### src/rtl/ir_encoder.sv
// IR pulse-distance transmitter: sync burst/silence, 32 MSB-first data bits
// (burst + length-coded silence), stop burst, then an idle gap.
// signal_out is the active-low envelope; ir_out is the carrier-gated LED drive.
module ir_encoder #(
    parameter int unsigned SBD            = 900_000,
    parameter int unsigned SSD            = 450_000,
    parameter int unsigned BBD            = 60_000,
    parameter int unsigned BSD0           = 60_000,
    parameter int unsigned BSD1           = 160_000,
    parameter int unsigned GAP            = 200_000,
    parameter int unsigned CARRIER_PERIOD = 2632
) (
    input  logic        clk_in,
    input  logic        rst_in,
    input  logic [31:0] code_in,
    input  logic        send_in,
    output logic        busy_out,
    output logic        done_out,
    output logic        signal_out,
    output logic        ir_out,
    output logic [3:0]  state_out
);

    typedef enum logic [3:0] {
        IDLE   = 4'd0,
        SYNC_B = 4'd1,
        SYNC_S = 4'd2,
        BIT_B  = 4'd3,
        BIT_S  = 4'd4,
        STOP_B = 4'd5,
        GAP_W  = 4'd6
    } state_t;

    state_t      state_q, state_d;
    logic [31:0] sh_q, sh_d;
    logic [31:0] cnt_q, cnt_d;
    logic [31:0] car_q, car_d;
    logic [5:0]  bit_q, bit_d;
    logic        busy_q, busy_d;
    logic        done_q, done_d;
    logic        sig_q, sig_d;
    logic        ir_q, ir_d;
    logic [31:0] dur;
    logic        last;

    // Length of the segment currently being emitted
    always_comb begin
        dur = 32'd1;
        case (state_q)
            SYNC_B:        dur = 32'(SBD);
            SYNC_S:        dur = 32'(SSD);
            BIT_B, STOP_B: dur = 32'(BBD);
            BIT_S:         dur = sh_q[31] ? 32'(BSD1) : 32'(BSD0);
            GAP_W:         dur = 32'(GAP);
            default:       dur = 32'd1;
        endcase
        last = (cnt_q == dur - 32'd1);
    end

    // Next-state, envelope and carrier computation; every output is the
    // registered copy of its _d, so nothing combinational reaches a port
    always_comb begin
        state_d = state_q;
        sh_d    = sh_q;
        bit_d   = bit_q;
        busy_d  = busy_q;
        done_d  = 1'b0;
        sig_d   = sig_q;
        cnt_d   = cnt_q + 32'd1;
        case (state_q)
            IDLE: begin
                cnt_d = 32'd0;
                if (send_in) begin
                    state_d = SYNC_B;
                    sh_d    = code_in;
                    bit_d   = 6'd0;
                    busy_d  = 1'b1;
                    sig_d   = 1'b0;
                end
            end
            SYNC_B: if (last) begin
                state_d = SYNC_S; cnt_d = 32'd0; sig_d = 1'b1;
            end
            SYNC_S: if (last) begin
                state_d = BIT_B; cnt_d = 32'd0; sig_d = 1'b0;
            end
            BIT_B: if (last) begin
                state_d = BIT_S; cnt_d = 32'd0; sig_d = 1'b1;
            end
            BIT_S: if (last) begin
                sh_d    = {sh_q[30:0], 1'b0};
                bit_d   = bit_q + 6'd1;
                state_d = (bit_q == 6'd31) ? STOP_B : BIT_B;
                cnt_d   = 32'd0;
                sig_d   = 1'b0;
            end
            STOP_B: if (last) begin
                state_d = GAP_W; cnt_d = 32'd0; sig_d = 1'b1; done_d = 1'b1;
            end
            GAP_W: if (last) begin
                state_d = IDLE; cnt_d = 32'd0; busy_d = 1'b0;
            end
            default: begin
                state_d = IDLE; cnt_d = 32'd0; busy_d = 1'b0; sig_d = 1'b1;
            end
        endcase

        // Carrier phase restarts at every silence->burst edge so each burst
        // begins with a full high half-period
        if (sig_d)
            car_d = 32'd0;
        else if (sig_q)
            car_d = 32'd0;
        else if (car_q == 32'(CARRIER_PERIOD - 1))
            car_d = 32'd0;
        else
            car_d = car_q + 32'd1;
        ir_d = !sig_d && (car_d < 32'(CARRIER_PERIOD / 2));
    end

    // State and output registers, asynchronously cleared
    always_ff @(posedge clk_in or negedge rst_in) begin
        if (!rst_in) begin
            state_q <= IDLE;
            sh_q    <= '0;
            cnt_q   <= '0;
            car_q   <= '0;
            bit_q   <= '0;
            busy_q  <= 1'b0;
            done_q  <= 1'b0;
            sig_q   <= 1'b1;
            ir_q    <= 1'b0;
        end else begin
            state_q <= state_d;
            sh_q    <= sh_d;
            cnt_q   <= cnt_d;
            car_q   <= car_d;
            bit_q   <= bit_d;
            busy_q  <= busy_d;
            done_q  <= done_d;
            sig_q   <= sig_d;
            ir_q    <= ir_d;
        end
    end

    assign busy_out   = busy_q;
    assign done_out   = done_q;
    assign signal_out = sig_q;
    assign ir_out     = ir_q;
    assign state_out  = state_q;

endmodule

### config.mk
export PLATFORM = sky130hd
export DESIGN_NAME = ir_encoder
export DESIGN_NICKNAME = d
export VERILOG_FILES = /design/src/rtl/ir_encoder.sv
export SDC_FILE = /design/constraint.sdc
export NUM_CORES = 1
export LEC_CHECK = 0
export CAP_MARGIN = 20
export CELL_PAD_IN_SITES_DETAIL_PLACEMENT = 0
export CELL_PAD_IN_SITES_GLOBAL_PLACEMENT = 1
export CORE_ASPECT_RATIO = 1.75
export CORE_MARGIN = 5
export CORE_UTILIZATION = 49
export CTS_BUF_LIST = sky130_fd_sc_hd__clkbuf_16
export CTS_CLUSTER_DIAMETER = 80
export DETAILED_ROUTE_END_ITERATION = 12
export PLACE_DENSITY_LB_ADDON = 0.08
export SYNTH_ARGS = -nofsm -noshare
export SYNTH_HDL_FRONTEND = slang
export SYNTH_SLANG_ARGS = --single-unit
### constraint.sdc
create_clock -name clk_in -period 5.4 [get_ports clk_in]
set_input_delay 1.62 -clock clk_in [delete_from_list [all_inputs] [get_ports clk_in]]
set_output_delay 1.62 -clock clk_in [all_outputs]
set_load 0.005 [all_outputs]
Word-level counts from Yosys, hierarchy flattened
Index checks and enable logic that the tools add are counted.
Widths: inputs -> output; s select.
- register bits after elaboration: 110
- bits of input ports: 35
- output and inout port bits: 8
- logic and storage cells: 74
- $add $sub $neg: 4
- $lt $le $gt $ge: 1
- equal/unequal tests: 16
- multiplexer cells: 31
- bitwise logic cells: 1
- reductions and logical operators: 12
- operators by type and width (kind ; number):
    $mux 32 ; 7
    $pmux 20 s5 ; 1
    $add 32x1->32 const B ; 2
    $pmux 32 s2 ; 1
    $eq 32x12->1 const B ; 1
    $eq 32x32->1 ; 1
    $lt 32x11->1 const B ; 1
    $sub 32x1->32 const B ; 1
    $mux 4 ; 7
    $pmux 4 s7 ; 1
    $mux 18 ; 1
    $ne 2x2->1 const B ; 7
    $eq 4x3->1 const B ; 3
    $mux 6 ; 2
    $pmux 6 s2 ; 1
    $eq 4x2->1 const B ; 2
    $mux 1 ; 7
    $reduce_and 7->1 ; 1
    $add 6x1->6 const B ; 1
    $eq 6x5->1 const B ; 1
    $reduce_and 3->1 ; 2
    $reduce_or 6->1 ; 1
    $reduce_or 5->1 ; 1
    $eq 4x1->1 const B ; 1
    10 further kinds ; 11

Logic depth before layout (Yosys ltp)
Gate-level depths: netlist of run 1.
- depth after elaboration: 10
- gate-level depth with buffers: 12
- mapped depth without buffers: 9

Worst setup path after synthesis of run 1
No wires, ideal clock.
- kind: in2reg
- start: input send_in
- end: register bit_q[0]
- setup time: 95 ps
- arrival: 3008 ps
- required time: 5305 ps
- slack: 2297 ps
- stages on the path: 8
- buffers on the path: 3
- path through: nor3b_1 -> and2_1 -> buf_1 -> a31oi_1 -> clkbuf_1 -> clkbuf_1 -> nand2_1 -> o31ai_1
- longest elaborated chain between the ends: 2
- ends and longest elaborated chain (what ; RTL line ; RTL):
    from (decl) ; 16 ; input logic send_in,
    $ne 2x2->1 (no source line) ; -- ;
    $reduce_and 3->1 (no source line) ; -- ;
    to (signal assigned) ; 138 ; bit_q <= bit_d;
    to (decl) ; 38 ; logic [5:0] bit_q, bit_d;
Every way passes these cells.
A chain may end at the register's enable or synchronous reset.

Worst setup path in the final report of run 1
- start: register state_q[0], in the netlist state_out[0]
- end: output state_out[0]
- RTL lines (what ; RTL line ; RTL):
    from (decl) ; 34 ; state_t state_q, state_d;
    from (signal assigned) ; 134 ; state_q <= state_d;
    to (decl) ; 21 ; output logic [3:0] state_out
No word-level cell between the ends.

==> flow_metrics.tcl, run 1 <==
set metrics [dict create \
    synthesis.area_sq_um 6310 \
    synth.area.mux_share_pct 6.84 \
    ys_seq_area_share_pct 43.2 \
    synthTopCellsByArea "dfrtp_1 (43%), nor2_1 (5.9%), mux2i_1 (5.7%)" \
    synth_top_cell_area_share_pct 42.8 \
    rsz0062_at_grt "no" \
    met3_length_um 283 \
    cp.required_ps 3780 \
    drt_drc_violations_left 0 \
    cp_slowest_cell "dfrtp_1" \
    final_common_cell "dfrtp_1" \
    tightest_slew_ps 955 \
    leakagePower_nw 3.02 \
    post_cts.repair.setup_buffers 0 \
    clk_latency_ps 350 \
    wl_met2_um 8410 \
    worst_path_largest_cell_delay_ps 970 \
    h-tree-depth 3 \
    power_density_nw_per_um2 257 \
    final.min_clock_period_ps 3600 \
    cts_tree "built" \
    antenna_found_initial 0 \
    cts.clk_slew.worst_paths_ps 80 \
    synth-xor-area-share_pct 9.58 \
    worstSetupStartpointType "flop" \
    place_congestion 0.867 \
    final_util_pct 55.6 \
    fin_worst_skew_ps 11.1 \
    port_buffers 41 \
    numCtsBuffers 9 \
    synthAdderAreaFrac_pct 0.912 \
    cts_max_path_buffers 2 \
    hold_viol_final 0 \
    grt_start_max_net_pins 49 \
    fp.dieArea_sq_um 15300 \
    fin_tns_setup_ps 0 \
    ys_ff_latch 109 \
    netlist_instances 708 \
    diodes 0 \
    initial_core_util_pct 49.3 \
    avgSynthCellArea_sq_um 8.91 \
    postRouteAntennaNets 0 \
    synth_top_family_by_area "simple AND/OR/NAND/NOR gates" \
    hold_buffers 0 \
    drt-vias-per-instance 5.66 \
    final_cells 896 \
    status "finished clean" \
    placed_cell_area_sq_um 6810 \
    gr-total-overflow 0 \
    routed_wl_um 14900 \
    first_iter_violations 188 \
    cpLargestDelayFamily "flip-flops" \
    synthSimpleGateAreaFrac_pct 23.2 \
    final_cell_mix "dfrtp_1 (108), nor2_1 (100), nand2_1 (70)" \
    final_area_sq_um 7120 \
    critPathMaxFanout 31 \
    synth_edf_count 0 \
    end_kind "primary output" \
    dp_hpwl_um 10900 \
    setup_violations 0 \
    wl_per_cell_um 16.6 \
    std_cell_rows 55 \
    ioPinCount 43 \
    r2r_setup_slack_ps 1810 \
    layout.nets 758 \
    path_buf_inv 1 \
    die_y_um 160 \
    finalCritPeriodShare_pct 66.7 \
    drv_cap 0 \
    synthFlopType "dfrtp_1" \
    slew_viol_final 0 \
    drt_pass1_iterations 4 \
    ys_warn_count 0 \
    ys_types 67 \
    clock_tree.root_cell "clkbuf_16" \
    dp_cells 879 \
    grt_pass1_wl_um 25700 \
    grt_pass1_vias 5230 \
    max_freq_ghz 0.278 \
    hp-class "reg2reg" \
    cts_resized 0 \
    relSlewSlack_pct 36.3 \
    grt_util_all_layers_pct 21.1 \
    yosysTopAreaCell "dfrtp_1" \
    critPathArrivalTime_ps 1980 \
    async_reset_ff_share_pct 100 \
    top_layer_used "met4" \
    wl_met1_um 5800 \
    worstSetupPathType "reg2out" \
    synth_nets 746 \
    crit_chain "clkdlybuf4s50_1" \
    num_vias 5067 \
    drive_gt1_share_pct 6.34 \
    ir_drop_mv 0.154 \
    die_w_um 95.8 \
    synth-compound-area-share_pct 11.9 \
    area_growth_pct 12.8 \
    core_sq_um 12800 \
    cts_num_sinks 109 \
]
-- cell families after synthesis --
logic type | Yosys count
adder cells (fa/ha/maj) | 5
flip-flops | 109
other | 1
multiplexers | 41
AND/OR/NAND/NOR | 300
buffers and inverters | 68
XOR/XNOR | 69
AO/OA/AOI/OAI | 115
-- layer usage --
layer,up-vias,track usage (%)
met3,25,2.64
met4,0,8.68
met5,-,0
met1,2499,23.9
li1,2480,-
met2,63,38.6
-- Yosys cell counts, types with 13 or more instances --
cell type	n
and3_1	15
clkbuf_1	35
nand3_1	36
a21oi_1	13
xor2_1	37
nor2_1	100
xnor2_1	32
dfrtp_1	108
mux2i_1	36
inv_1	19
nand2_1	70
o21ai_1	36
nand4_1	19
-- sequential cells by signal (all words and copies together), names as in the netlist --
name / flops
bit_q: 6
state_out: 3
busy_out: 1
signal_out: 1
sh_q: 32
car_q: 32
done_out: 1
cnt_q: 32
ir_out: 1
-- through the flow --
stage	power (W)	worst slack, ps	hold slack (ps)
2_1_floorplan	0.00112	2300	455
3_3_place_gp	0.00120	1550	466
3_5_place_dp	0.00121	1460	476
4_1_cts	0.00186	1660	494
5_1_grt	0.00193	1490	524
6_report	0.00183	1800	486
-- where the power goes --
part / internal (W) / switching, W
clock: 0.000320 / 0.000321
combinational: 0.000105 / 0.000116
sequential: 0.000888 / 0.0000829
total: 0.00131 / 0.000520
-- cell type report --
cell class	instances	area (sq um)
Timing Repair Buffer	50	495
Tap cell	171	214
Clock buffer	9	225
Multi-Input combinational cell	531	3330
Inverter	19	71.3
Clock inverter	7	58.8
Fill cell	1238	5680
Sequential cell	109	2730
-- worst paths after layout --
kind | start | to | depth (start not counted)
min in group asynchronous | rst_in | cnt_q[23] | 1
hold reg to reg | sh_q[13] | sh_q[13] | 2
hold / removal | sh_q[13] | sh_q[13] | 2
max in group asynchronous | rst_in | sh_q[3] | 2
setup reg to reg | state_out[0] | bit_q[5] | 7
setup / recovery | state_out[0] | state_out[0] | 1
No activity file was read; power rests on OpenSTA's default activity.
==> inputs of run 2 (changes only) <==
--- a/config.mk
+++ b/config.mk
@@ -10,7 +10,7 @@
 export CELL_PAD_IN_SITES_GLOBAL_PLACEMENT = 1
 export CORE_ASPECT_RATIO = 1.75
 export CORE_MARGIN = 5
-export CORE_UTILIZATION = 49
+export CORE_UTILIZATION = 41
 export CTS_BUF_LIST = sky130_fd_sc_hd__clkbuf_16
 export CTS_CLUSTER_DIAMETER = 80
 export DETAILED_ROUTE_END_ITERATION = 12
==> constraint.sdc (replaced) <==
create_clock -name clk_in -period 3 [get_ports clk_in]
set_input_delay 0.9 -clock clk_in [delete_from_list [all_inputs] [get_ports clk_in]]
set_output_delay 0.9 -clock clk_in [all_outputs]
set_load 0.005 [all_outputs]
==> flow_metrics.tcl, run 2 (synthesis results as in run 1) <==
set metrics [dict create \
    end_kind "flop" \
    crit_chain "or4_4 > a211oi_2 > nand4_1 > nor4_4 > buf_4 > and2_1 > nand3_1 > mux2_1" \
    cts.clk_slew.worst_paths_ps 80 \
    leakagePower_nw 3.20 \
    core_sq_um 15200 \
    routed_wl_um 15900 \
    tightest_slew_ps 585 \
    fin_tns_setup_ps 0 \
    grt_start_max_net_pins 67 \
    slew_viol_final 0 \
    cts_tree "built" \
    wl_per_cell_um 17.0 \
    drv_cap 0 \
    drt_pass1_iterations 6 \
    cts_num_sinks 109 \
    grt_pass1_wl_um 26500 \
    die_y_um 174 \
    reg2reg_to "bit_q[2]" \
    antenna_found_initial 0 \
    diodes 0 \
    cp.required_ps 3240 \
    final_common_cell "dfrtp_1" \
    reg_top3 "car_q x32, cnt_q x32, sh_q x32" \
    h-tree-depth 3 \
    layout.nets 787 \
    hold_ws_ps 480 \
    r2r-start "cnt_q[20]" \
    grt_util_all_layers_pct 17.8 \
    gr-total-overflow 0 \
    worstSetupPathType "reg2reg" \
    fp.dieArea_sq_um 18100 \
    clock_tree.root_cell "clkbuf_16" \
    fin_worst_skew_ps 11.0 \
    final_cell_mix "dfrtp_1 (108), nor2_1 (100), nand2_1 (70)" \
    clk_latency_ps 360 \
    cts_max_path_buffers 2 \
    drt-vias-per-instance 5.47 \
    nFillCells 1497 \
    ioPinCount 43 \
    setup_violations 0 \
    place_congestion 0.859 \
    hold_buffers 0 \
    rr_worst_depth 8 \
    status "finished clean" \
    rsz0062_at_grt "no" \
    max_freq_ghz 0.354 \
    postRouteAntennaNets 0 \
    critPathMaxFanout 9 \
    area_growth_pct 17.8 \
    hp-class "in2async" \
    port_buffers 41 \
    dp_hpwl_um 12000 \
    post_cts.repair.setup_buffers 0 \
    num_vias 5145 \
    finalCritPeriodShare_pct 94.2 \
    first_iter_violations 139 \
    critPathArrivalTime_ps 3060 \
    drt_drc_violations_left 0 \
    drive_gt1_share_pct 10.1 \
    r2r_setup_slack_ps 170 \
    hold_viol_final 0 \
    cp_slowest_cell "or4_4" \
    power_density_nw_per_um2 462 \
    numCtsBuffers 9 \
    cts_resized 0 \
    grt_pass1_vias 5252 \
    initial_core_util_pct 41.4 \
    std_cell_rows 60 \
    final.min_clock_period_ps 2830 \
    worst_path_largest_cell_delay_ps 550 \
    die_w_um 104 \
    ir_drop_mv 0.268 \
    relSlewSlack_pct 60.6 \
    worstSetupStartpointType "flop" \
]
[run 2: cell count changes in the layout (fill, tap and decap cells not counted)]
cell,change
buf_4,+25
buf_12,+5
clkinvlp_4,-2
buf_16,-1
bufinv_16,+1
clkinv_4,+1
inv_1,-1
inv_8,+1
[run 2: worst max-delay path by stage]
stage	cells after the start	startpoint	slack (ps)	end
final	8	cnt_q[20]	170	bit_q[2]
after global routing	9	car_q[0]	20	ir_out
after CTS	8	cnt_q[20]	150	bit_q[2]
after detailed placement	8	cnt_q[20]	150	bit_q[2]
after global placement	8	cnt_q[20]	180	bit_q[2]
after floorplan	7	cnt_q[20]	290	bit_q[5]
[run 2: power by group]
group          switching [W]  total (W)  leakage (nW)  internal [W]
clock network       0.000606    0.00128         0.156      0.000671
registers           0.000149    0.00175          1.44       0.00160
logic               0.000208   0.000410          1.61      0.000202
total               0.000963    0.00343          3.20       0.00247
[run 2: layer usage]
metal,vias to the layer above,global-route usage [%],wire (um)
li1,2543,-,-
met1,2516,18.9,6030
met2,60,34.7,9160
met3,26,2.27,265
met4,0,7.29,472
met5,-,0,0
[run 2: layout make-up]
type	count	area, sq um	share of cell area [%]
Clock buffer	9	225	3.03
Clock inverter	7	90.1	1.21
Inverter	19	71.3	0.960
Multi-Input combinational cell	531	3330	44.8
Sequential cell	109	2730	36.7
Tap cell	186	233	3.13
Timing Repair Buffer	79	756	10.2
[run 2: critical path, delay by kind of cell, from the launching register on]
family	cells	cell delay, ps
AOI/OAI and AO/OA	1	200
buffers and inverters	1	200
DFF	1	420
muxes	1	330
and+or+nand+nor	5	1580
[run 2: per-stage QoR]
stage          util [%]  instances  instance area (sq um)  setup slack [ps]  total power [W]
2_1_floorplan         -        708                   6310               291          0.00201
3_3_place_gp       46.7        924                   7120               183          0.00218
3_5_place_dp       46.7        924                   7120               152          0.00219
4_1_cts            48.8        940                   7430               147          0.00348
5_1_grt            48.8        940                   7430              16.9          0.00362
6_report           48.8        940                   7430               173          0.00343
==> edit 1, RTL diff (flow settings as in run 2) <==
Take the reset off `sh_q` and load it in a clocked block of its own.
--- a/src/rtl/ir_encoder.sv
+++ b/src/rtl/ir_encoder.sv
@@ -122,7 +122,6 @@
     always_ff @(posedge clk_in or negedge rst_in) begin
         if (!rst_in) begin
             state_q <= IDLE;
-            sh_q    <= '0;
             cnt_q   <= '0;
             car_q   <= '0;
             bit_q   <= '0;
@@ -132,7 +131,6 @@
             ir_q    <= 1'b0;
         end else begin
             state_q <= state_d;
-            sh_q    <= sh_d;
             cnt_q   <= cnt_d;
             car_q   <= car_d;
             bit_q   <= bit_d;
@@ -143,6 +141,10 @@
         end
     end
 
+    always_ff @(posedge clk_in) begin
+        sh_q <= sh_d;
+    end
+
     assign busy_out   = busy_q;
     assign done_out   = done_q;
     assign signal_out = sig_q;
Formal check against the unedited RTL: same outputs for any inputs over 10 cycles, from zero or initial values and one cycle with rst_in low; that may be too few to reach the edited logic, so the function may still have changed.
==> edit 1 against run 2 <==
- cell area is 1.3% lower
- routed wire length is 7.2% lower
- sequential cell count stayed put
- setup slack worse by 0.061 ns
- non-clock buffer count is 4 higher
- synthesized area is 1.7% lower
- total power is 0.59% lower
- maximum frequency is 2.1% lower
- hold slack better by 0.027 ns
- critical endpoint is now car_q[6]$_DFF_PN0_
- largest cell class unchanged
- largest power group unchanged
- highest routed layer unchanged
==> edit 1: results (changes against run 2) <==
timing:
  worst_pin_slew_ns: 0.593  # was 0.585 ns
  hold_slack_ns: 0.508  # was 0.480 ns
  clock_skew_ns: 0.0121  # was 0.0110 ns
  fin_crit_ns: 2.89  # was 2.83 ns
detailed_routing:
  drt-met1-wl_mm: 5.66  # was 6.03 mm
  detail_route.wl_per_cell_um: 17.0  # about the same
  wl_met3_um: 252  # was 265 µm
  firstDrtPassIters: 4  # was 6
  vias_per_cell: 5.50  # was 5.47
hold_path:
  hold_path.class: "flip-flop to flip-flop"  # was primary input to asynchronous set/reset pin
synth:
  synth_nets: 664  # was 746
  async_reset_ff_share_pct: 70.6  # was 100%
  ys_seq_area_share_pct: 46.6  # was 43.2%
  synthDistinctLibCells: 72  # was 67
  synth_common_cells: "91 x nor2_1, 76 x dfrtp_1, 45 x nand2_1, 39 x xnor2_1"  # was 108 x dfrtp_1, 100 x nor2_1, 70 x nand2_1, 37 x xor2_1
  synth_edf_count: 32  # was 0
pwr:
  p_leak_nw: 2.93  # was 3.20 nW
placed_design:
  globalplace.congestion: 0.790  # was 0.859
  dpl_cell_area_um2: 7000  # was 7120 µm²
  dp.cells: 853  # was 924
  hpwl_mm: 11.0  # was 12.0 mm
grt:
  grt_start_max_net_pins: 46  # was 67
  grt_pass1_vias: 4950  # was 5252
  grt_first_pass_wirelength_mm: 24.3  # was 26.5 mm
  grtUsageTotal_pct: 17.1  # was 17.8%
setup_path:
  worstReg2RegEnd: "car_q[6]$_DFF_PN0_"  # was bit_q[2]$_DFFE_PN0P_
  critPathSlowestCell: "dfrtp_2"  # was or4_4
  cp.arrival_ns: 3.12  # was 3.06 ns
  cp-startpoint: "state_out[0]$_DFFE_PN0P_"  # was cnt_q[20]$_DFF_PN0_
  slowest_delay_ns: 0.45  # was 0.55 ns
layout:
  fin_nets: 720  # was 787
  drive_above_1_share_pct: 16.7  # was 10.1%
  n_fill_cell: 1422  # was 1497
run_status:
  status: "finished clean"  # unchanged
edit 1: cell types whose count changed after synthesis, moves of 9 or more:
cell / before / now
o21ai_1: 36 / 1
nor2_1: 100 / 91
inv_1: 19 / 10
mux2i_1: 36 / 4
nand3_1: 36 / 27
mux2_2: 1 / 32
nand2_1: 70 / 45
edfxtp_1: 0 / 32
dfrtp_1: 108 / 76
clkbuf_1: 35 / 16
edit 1: power breakdown:
group / internal (mW) / total, mW / switching (mW) / leakage [nW]
Clock: 0.592 / 1.19 / 0.601 / 0.146
Sequential: 1.62 / 1.74 / 0.119 / 1.31
Combinational: 0.242 / 0.483 / 0.241 / 1.48
edit 1: worst max path at each step:
| stage | depth (start not counted) | end |
|---|---|---|
| floorplan | 9 | sh_q[0]$_SDFFCE_PN0P_ |
| global placement | 10 | sh_q[15]$_DFFE_PP_ |
| detailed placement | 10 | sh_q[13]$_DFFE_PP_ |
| CTS | 10 | sh_q[7]$_DFFE_PP_ |
| global route | 11 | state_out[0]$_DFFE_PN0P_ |
| finish | 11 | car_q[6]$_DFF_PN0_ |
edit 1: cells by family (layout without fill, tap and decap cells):
family | count (synthesis) | in the layout | share of synthesized area [%]
and+or+nand+nor | 274 | 274 | 22.9
xor gates and xnor gates | 71 | 71 | 10.0
muxes | 36 | 36 | 6.45
other | 1 | 1 | 0.0604
DFF | 109 | 109 | 46.6
buffers and inverters | 48 | 109 | 3.89
adders and majority gates | 3 | 3 | 0.605
AOI/OAI and AO/OA | 84 | 84 | 9.46
edit 1: final cells by class:
cell class                      count  area share (%)
Clock buffer                        9            3.07
Clock inverter                      7           0.973
Inverter                           10           0.563
Multi-Input combinational cell    469            42.3
Sequential cell                   109            39.5
Tap cell                          183            3.12
Timing Repair Buffer               83            10.5
edit 1: worst max-delay path: cells and delay by family, from the launching register on:
| kind | cells | cell delay [ns] |
|---|---|---|
| and+or+nand+nor | 4 | 0.90 |
| buffers and inverters | 3 | 0.58 |
| AOI/OAI and AO/OA | 4 | 0.84 |
| DFF | 1 | 0.45 |
edit 1: per-layer routing:
metal	global-route usage, %	vias up
li1	-	2329
met2	31.9	68
met5	0	-
met3	2.22	22
met4	6.21	0
met1	18.9	2367
edit 1: repair_timing:
| action | in CTS | in global routing |
|---|---|---|
| buffers inserted | 0 | 1 |
| gates resized for setup | 1 | 7 |
| setup endpoints to repair | 33 | 43 |
| pin swaps | 0 | 4 |
==> edit 2, RTL diff (flow settings as in run 2) <==
Made on the original files. Change the parameter `BSD1` from 160_000 to 80_000.
--- a/src/rtl/ir_encoder.sv
+++ b/src/rtl/ir_encoder.sv
@@ -6,7 +6,7 @@
     parameter int unsigned SSD            = 450_000,
     parameter int unsigned BBD            = 60_000,
     parameter int unsigned BSD0           = 60_000,
-    parameter int unsigned BSD1           = 160_000,
+    parameter int unsigned BSD1           = 80_000,
     parameter int unsigned GAP            = 200_000,
     parameter int unsigned CARRIER_PERIOD = 2632
 ) (
Check against the original RTL: no difference found for any inputs over 10 cycles, from zero or initial values and one cycle with rst_in low; that may be too few to reach the edited logic, so the function may still have changed.
==> edit 2 against run 2 <==
- synthesized area shrank 0.77%
- routed wire length shrank 3.0%
- highest routed layer unchanged
- via count shrank 0.39%
- critical endpoint is now ir_out$_DFF_PN0_
- cell area shrank 2.1%
- setup slack gained 0.0091 ns
- largest power group unchanged
- total power grew 6.4%
- sequential cell count is the same
- core utilization is essentially flat
==> edit 2: results (changes against run 2) <==
synth:
  synth-xor-area-share_pct: 8.95  # was 9.58%
  synth_nets: 734  # was 746
  netlist_top_cells_area: "dfrtp_1 43%, xor2_1 5.5%, mux2i_1 5.4%"  # was dfrtp_1 43%, nor2_1 5.9%, mux2i_1 5.7%
  muxShareOfSynthArea_pct: 5.61  # was 6.84%
  synthAdderAreaFrac_pct: 0.599  # was 0.912%
  synth_cells: 696  # was 708
  synth-compound-area-share_pct: 12.1  # was 11.9%
  ys_seq_area_share_pct: 43.6  # was 43.2%
layout:
  largestRegisters: "car_q (32), cnt_q (32), sh_q (32)"  # unchanged
  drive_above_1_share_pct: 9.32  # was 10.1%
  n_fill_cell: 1461  # was 1497
  final_cells: 923  # was 940
  diodes: 0  # unchanged
  syn2layout_area_growth_pct: 16.2  # was 17.8%
detailed_routing:
  wl_met3_um: 328  # was 265 µm
  drt-met1-wl_mm: 6.16  # was 6.03 mm
  detail_route.wl_per_cell_um: 16.8  # was 17.0 µm
  drtIter0Drc: 195  # was 139
  vias: 5125  # was 5145
  firstDrtPassIters: 4  # was 6
  dr_wl_met2_mm: 8.61  # was 9.16 mm
placed_design:
  dp.cells: 905  # was 924
  dpl_cell_area_um2: 6960  # was 7120 µm²
  hpwl_mm: 11.4  # was 12.0 mm
  pre_cts_ws_ns: 0.128  # was 0.152 ns
timing:
  worst_pin_slew_ns: 0.555  # was 0.585 ns
  fmax_ghz: 0.355  # was 0.354 GHz
  hold_viol: 0  # unchanged
  hold_slack_ns: 0.481  # was 0.480 ns
  clock_skew_ns: 0.0107  # was 0.0110 ns
setup_path:
  slowest_delay_ns: 0.67  # was 0.55 ns
  cp_max_fo: 8  # was 9
  worstSetupEndpoint: "ir_out$_DFF_PN0_"  # was bit_q[2]$_DFFE_PN0P_
  cp-startpoint: "car_q[2]$_DFF_PN0_"  # was cnt_q[20]$_DFF_PN0_
  critPathSlowestCell: "or4_1"  # was or4_4
grt:
  grt_start_max_net_pins: 51  # was 67
  met2_usage_pct: 32.7  # was 34.7%
  grt_pass1_vias: 5210  # was 5252
  grtUsageTotal_pct: 17.9  # was 17.8%
  use_met3_pct: 2.58  # was 2.27%
  grt_first_pass_wirelength_mm: 25.9  # was 26.5 mm
  use_met1_pct: 20.9  # was 18.9%
hold_path:
  hold_path.class: "flip-flop to flip-flop"  # was primary input to asynchronous set/reset pin
cts:
  clock_latency_ns: 0.35
run_status:
  status: "finished clean"  # unchanged
pwr:
  p_leak_nw: 3.07  # was 3.20 nW
## edit 2: cell count changes after synthesis, sizes merged, moves of 7 or more
cell / run 2 / this run
nor2: 100 / 88
a21oi: 13 / 22
clkbuf: 35 / 26
and3: 15 / 7
buf: 14 / 21
nand2b: 3 / 10
xnor2: 32 / 25
## edit 2: area by class of cell
| class | count | share of cell area, % |
|---|---|---|
| clock buffers | 9 | 3.10 |
| clock inverters | 7 | 0.912 |
| inverters | 13 | 0.671 |
| multi-input cells | 527 | 45.2 |
| flip-flops and latches | 109 | 37.5 |
| well taps | 183 | 3.15 |
| repair buffers | 75 | 9.46 |
## edit 2: what timing repair did
action / 4_1_cts / 5_1_grt
setup buffers: 0 / 2
hold endpoints to repair: 0 / 0
setup endpoints to repair: 0 / 1
gates resized for setup: 0 / 3
hold buffers: 0 / 0
## edit 2: where the power goes
part	switching, mW	internal, mW	total [mW]
Combinational	0.298	0.268	0.566
Sequential	0.207	1.69	1.89
Clock	0.608	0.586	1.19
Total	1.11	2.54	3.66
